File: src/rtl/divider_seq.sv
// divider_seq: sequential 8-bit by 4-bit unsigned restoring divider.
// Produces one quotient bit per clock, MSB first; 8 steps per division.
//
// Optional feature (compile-time): define DIV_ZERO_DETECT_EN to add the dbz
// output and a one-edge fast path for divisor == 0. Without it, a zero
// divisor runs the normal 8 steps and naturally yields quotient 8'hFF and
// remainder dividend[3:0].
//
// state  | meaning
// -------+-----------------------------------------------------------
// S_IDLE | waiting for start; results from the last operation held
// S_RUN  | one restoring step per edge, counter counts 8 down to 0
// S_DONE | done pulse for one cycle, then back to S_IDLE
module divider_seq (
    input  logic       clk,
    input  logic       rst,
    input  logic       start,
    input  logic [7:0] dividend,
    input  logic [3:0] divisor,
    output logic       busy,
    output logic       done,
    output logic [7:0] quotient,
    output logic [3:0] remainder
`ifdef DIV_ZERO_DETECT_EN
    ,
    output logic       dbz
`endif
);

    typedef enum logic [1:0] {
        S_IDLE = 2'd0,
        S_RUN  = 2'd1,
        S_DONE = 2'd2
    } state_t;

    localparam logic [3:0] CNT_LOAD = 4'd8;
    localparam logic [3:0] CNT_LAST = 4'd1;

    state_t     state_q, state_d;

    // Shared shift register: dividend bits leave at the top while quotient
    // bits enter at the bottom, so after 8 steps it holds the quotient.
    logic [7:0] work_q, work_d;
    logic [3:0] dvs_q, dvs_d;
    logic [4:0] prem_q, prem_d;
    logic [3:0] cnt_q, cnt_d;
    logic [7:0] quotient_q, quotient_d;
    logic [3:0] remainder_q, remainder_d;

    logic [5:0] prem_wide;
    logic       prem_ge;
    logic [4:0] prem_next;
    logic [7:0] work_next;
    logic       last_step;
    logic       zero_fast;

`ifdef DIV_ZERO_DETECT_EN
    assign zero_fast = (divisor == 4'd0);
`else
    assign zero_fast = 1'b0;
`endif

    // One restoring step: shift in the next dividend bit, trial-subtract,
    // keep the difference only when it does not go negative.
    always_comb begin
        prem_wide = {prem_q, work_q[7]};
        prem_ge   = (prem_wide >= {2'b00, dvs_q});
        // For any nonzero divisor the kept remainder is below 16, so the
        // 5-bit truncation only matters for divisor 0, where it leaves the
        // low dividend bits and thus remainder == dividend[3:0].
        if (prem_ge) begin
            prem_next = 5'(prem_wide - {2'b00, dvs_q});
        end else begin
            prem_next = prem_wide[4:0];
        end
        work_next = {work_q[6:0], prem_ge};
        last_step = (cnt_q == CNT_LAST);
    end

    // Next-state and datapath control for the three-state sequencer.
    always_comb begin
        state_d     = state_q;
        work_d      = work_q;
        dvs_d       = dvs_q;
        prem_d      = prem_q;
        cnt_d       = cnt_q;
        quotient_d  = quotient_q;
        remainder_d = remainder_q;

        case (state_q)
            S_IDLE: begin
                if (start) begin
                    work_d = dividend;
                    dvs_d  = divisor;
                    prem_d = 5'd0;
                    if (zero_fast) begin
                        // Skip the iterations; the result is known up front.
                        state_d     = S_DONE;
                        cnt_d       = 4'd0;
                        quotient_d  = 8'hFF;
                        remainder_d = dividend[3:0];
                    end else begin
                        state_d = S_RUN;
                        cnt_d   = CNT_LOAD;
                    end
                end
            end
            S_RUN: begin
                work_d = work_next;
                prem_d = prem_next;
                cnt_d  = cnt_q - 4'd1;
                if (last_step) begin
                    state_d     = S_DONE;
                    quotient_d  = work_next;
                    remainder_d = prem_next[3:0];
                end
            end
            S_DONE: begin
                state_d = S_IDLE;
            end
            default: begin
                state_d = S_IDLE;
            end
        endcase
    end

    // State and datapath registers with synchronous reset.
    always_ff @(posedge clk) begin
        if (rst) begin
            state_q     <= S_IDLE;
            work_q      <= 8'd0;
            dvs_q       <= 4'd0;
            prem_q      <= 5'd0;
            cnt_q       <= 4'd0;
            quotient_q  <= 8'd0;
            remainder_q <= 4'd0;
        end else begin
            state_q     <= state_d;
            work_q      <= work_d;
            dvs_q       <= dvs_d;
            prem_q      <= prem_d;
            cnt_q       <= cnt_d;
            quotient_q  <= quotient_d;
            remainder_q <= remainder_d;
        end
    end

`ifdef DIV_ZERO_DETECT_EN
    logic dbz_q, dbz_d;

    // Divide-by-zero flag: set or cleared only when a start is accepted.
    always_comb begin
        dbz_d = dbz_q;
        if ((state_q == S_IDLE) && start) begin
            dbz_d = zero_fast;
        end
    end

    // Divide-by-zero flag register.
    always_ff @(posedge clk) begin
        if (rst) begin
            dbz_q <= 1'b0;
        end else begin
            dbz_q <= dbz_d;
        end
    end

    assign dbz = dbz_q;
`endif

    assign busy      = (state_q == S_RUN);
    assign done      = (state_q == S_DONE);
    assign quotient  = quotient_q;
    assign remainder = remainder_q;

endmodule

File: config.mk
export PLATFORM = sky130hd
export DESIGN_NAME = divider_seq
export DESIGN_NICKNAME = d
export VERILOG_FILES = /design/src/rtl/divider_seq.sv
export SDC_FILE = /design/constraint.sdc
export NUM_CORES = 1
export LEC_CHECK = 0
export ABC_AREA = 1
export CORE_AREA = 2 2 62 64
export CTS_BUF_LIST = sky130_fd_sc_hd__clkbuf_2
export CTS_CLUSTER_DIAMETER = 200
export DETAILED_ROUTE_END_ITERATION = 7
export DIE_AREA = 0 0 64 66
export HOLD_SLACK_MARGIN = 0.06
export PLACE_DENSITY = 0.73
export SYNTH_ARGS = -nofsm -noshare
export SYNTH_HDL_FRONTEND = slang
export SYNTH_SLANG_ARGS = --single-unit
File: constraint.sdc
create_clock -name clk -period 4.15 [get_ports clk]
set_input_delay 0.415 -clock clk [delete_from_list [all_inputs] [get_ports clk]]
set_output_delay 0.415 -clock clk [all_outputs]
set_load 0.05 [all_outputs]
==> impl_metrics.toml <==
[synthesis]
syn_nets = 240
syn_area_per_cell_um2 = 7.74
ys_ff_latch = 35
yosysTopAreaCellShare = 0.415
ys.flop_type = "dfxtp_1"
synth_cell_types = 32
yosys.area.top_type = "dfxtp_1"
ys_seq_area_frac = 0.415
synth-edff-count = 0
netlist_instances = 218
yosys-top-cells-area = "dfxtp_1, nand2_1, inv_1"
ys_warn_count = 0
mappedNetlistArea_um2 = 1690
async_flop_share = 0
yosysMostFrequentCell = "nand2_1"
synthTopCellsByCount = "nand2_1, dfxtp_1, inv_1, a21oi_1, nand2_2"

[setup_path]
crit_family = "buffers and inverters"
start_kind = "flop"
cp-end-kind = "output pin"
crit_required_ps = 3730
crit_slowest_cell = "clkdlybuf4s50_1"
worstSetupPathType = "flop to output pin"
cp_max_fo = 17
cp_cell_sequence = "nand2_2, inv_2, clkdlybuf4s50_1"
crit_buf_inv = 2
cp_slowest_stage_delay_ps = 870
worstPathArrival_ps = 2010

[clock_tree]
cts_made_buffers = 5
clk_pin_slew_ps = 170
cts_setup_buffers = 0
cts_repair_resize_count = 0
cts_buffer_depth = 2
clock_sinks = 35
cts-root-buf = "clkbuf_2"
clkLatencyLatePin_ps = 370
postCtsHoldBufs = 0
htreeDepth = 2
cts_tree = "built"

[finish]
layout.nets = 269
fin_cells = 296
num_antenna_cells = 0
syn2layout_area_growth_pct = 20.2
drive_above_1_share = 0.145

[global_routing]
grt_pass1_wl_um = 6120
grt_overflow = 0
grt_max_degree = 21
groute.usage.overall = 0.187
antenna_found_initial = 0
grt_pass1_vias = 1362

[drt]
met2WireLength_um = 1580
wl_met1_um = 1680
top_layer_used = "met4"
ant_nets = 0
wl_met3_um = 141
viasPerCell = 4.90
drc = 0
num_vias = 1450
firstDrtPassIters = 4
wl_per_cell_um = 11.6
drt_wl_total_um = 3440
drtIter0Drc = 64

[hold_path]
hold_class = "flop to flop"

[timing]
slew_violations = 0
rsz0062_at_grt = "false"
hold_viol_final = 0
worst_pin_slew_ps = 855
setup_viol = 0
fmax_mhz = 412
finClkSkew_ps = 11.2
fin_crit_ps = 2430
period_share = 0.585
tns_ps = 0
max_slew_margin = 0.428

[floorplan]
die_w_um = 64
placementRows = 22
die_y_um = 66
initial_core_util = 0.475
die_area_um2 = 4220
core-area_um2 = 3550
ios = 29

[placed_design]
dp_cells = 288
hpwl_um = 2440
gp_congestion = 0.754
portBuffers = 28

[run_status]
status = "finished clean"

[power_and_ir_drop]
powerDensity_nw_per_um2 = 414
vdd_drop_max_v = 0.000219
total_power_mw = 0.841
p_leak_nw = 0.874

[run]
drv_cap = 0
[power by group]
| group | switching (mW) | internal (mW) |
|---|---|---|
| sequential | 0.0181 | 0.363 |
| combinational | 0.193 | 0.111 |
| clock | 0.110 | 0.0461 |
| total | 0.322 | 0.519 |
[worst paths after layout]
check / cells past startpoint / from / endpoint / slack (ps)
min reg2reg: 2 / work_q[1] / quotient[2] / 460
min: 2 / work_q[1] / quotient[2] / 460
max: 3 / state_q[0] / busy / 1720
max reg2reg: 10 / work_q[7] / remainder[3] / 2380
[cell usage in the layout (no fill, tap or decap), types with 3 or more instances in the layout]
| cell | netlist | layout |
|---|---|---|
| nand4_1 | 5 | 5 |
| nor2_1 | 12 | 12 |
| ha_1 | 6 | 6 |
| clkbuf_2 | 0 | 7 |
| nand2_2 | 13 | 13 |
| inv_2 | 4 | 4 |
| inv_1 | 24 | 24 |
| a21oi_1 | 14 | 14 |
| nand3_1 | 12 | 12 |
| dfxtp_1 | 35 | 35 |
| nand2_1 | 49 | 49 |
| a22oi_1 | 3 | 3 |
| clkdlybuf4s50_1 | 0 | 28 |
| a31oi_1 | 5 | 5 |
| o21ai_0 | 9 | 9 |
[logic make-up after synthesis]
kind of cell / after synthesis / share of synthesized area
DFF: 35 / 0.415
adders and majority gates: 7 / 0.0563
AOI/OAI and AO/OA: 39 / 0.134
and+or+nand+nor: 100 / 0.297
xor gates and xnor gates: 2 / 0.0104
buffers and inverters: 35 / 0.0875
[through the flow]
step,hold slack (ps),area [µm²],setup WS (ps),util
after floorplan,435,1690,2550,-
after global placement,454,1990,1840,0.560
after detailed placement,458,1990,1810,0.560
after CTS,468,2030,1710,0.572
after global routing,484,2030,1620,0.572
final,465,2030,1720,0.572
[cell type report]
type | instances | area, µm²
flip-flops and latches | 35 | 701
multi-input cells | 148 | 840
fillers | 334 | 1520
repair buffers | 28 | 280
well taps | 48 | 60.1
clock buffers | 7 | 35.0
inverters | 29 | 109
clock inverters | 1 | 5.00
[worst register-to-register path, stage by stage, from the launching register on]
cell and delay (ps):
dfxtp_1 350, inv_1 70, ha_1 150, inv_1 60, fa_1 420, nand3_2 160
nand3_4 140, nand2_2 100, nand2_2 60, o21ai_1 120, inv_1 50
[registers in the layout (all words and copies together), names as in the netlist]
name and flops:
work_q 8, cnt_q 4, remainder 4, state_q 2
prem_q 5, quotient 8, dvs_q 4
[per-layer routing]
| metal | global-route usage | vias up |
|---|---|---|
| li1 | - | 768 |
| met1 | 0.243 | 643 |
| met2 | 0.301 | 34 |
| met3 | 0.0494 | 5 |
| met4 | 0.0625 | 0 |
| met5 | 0 | - |
(Power assumes the default switching activity.)
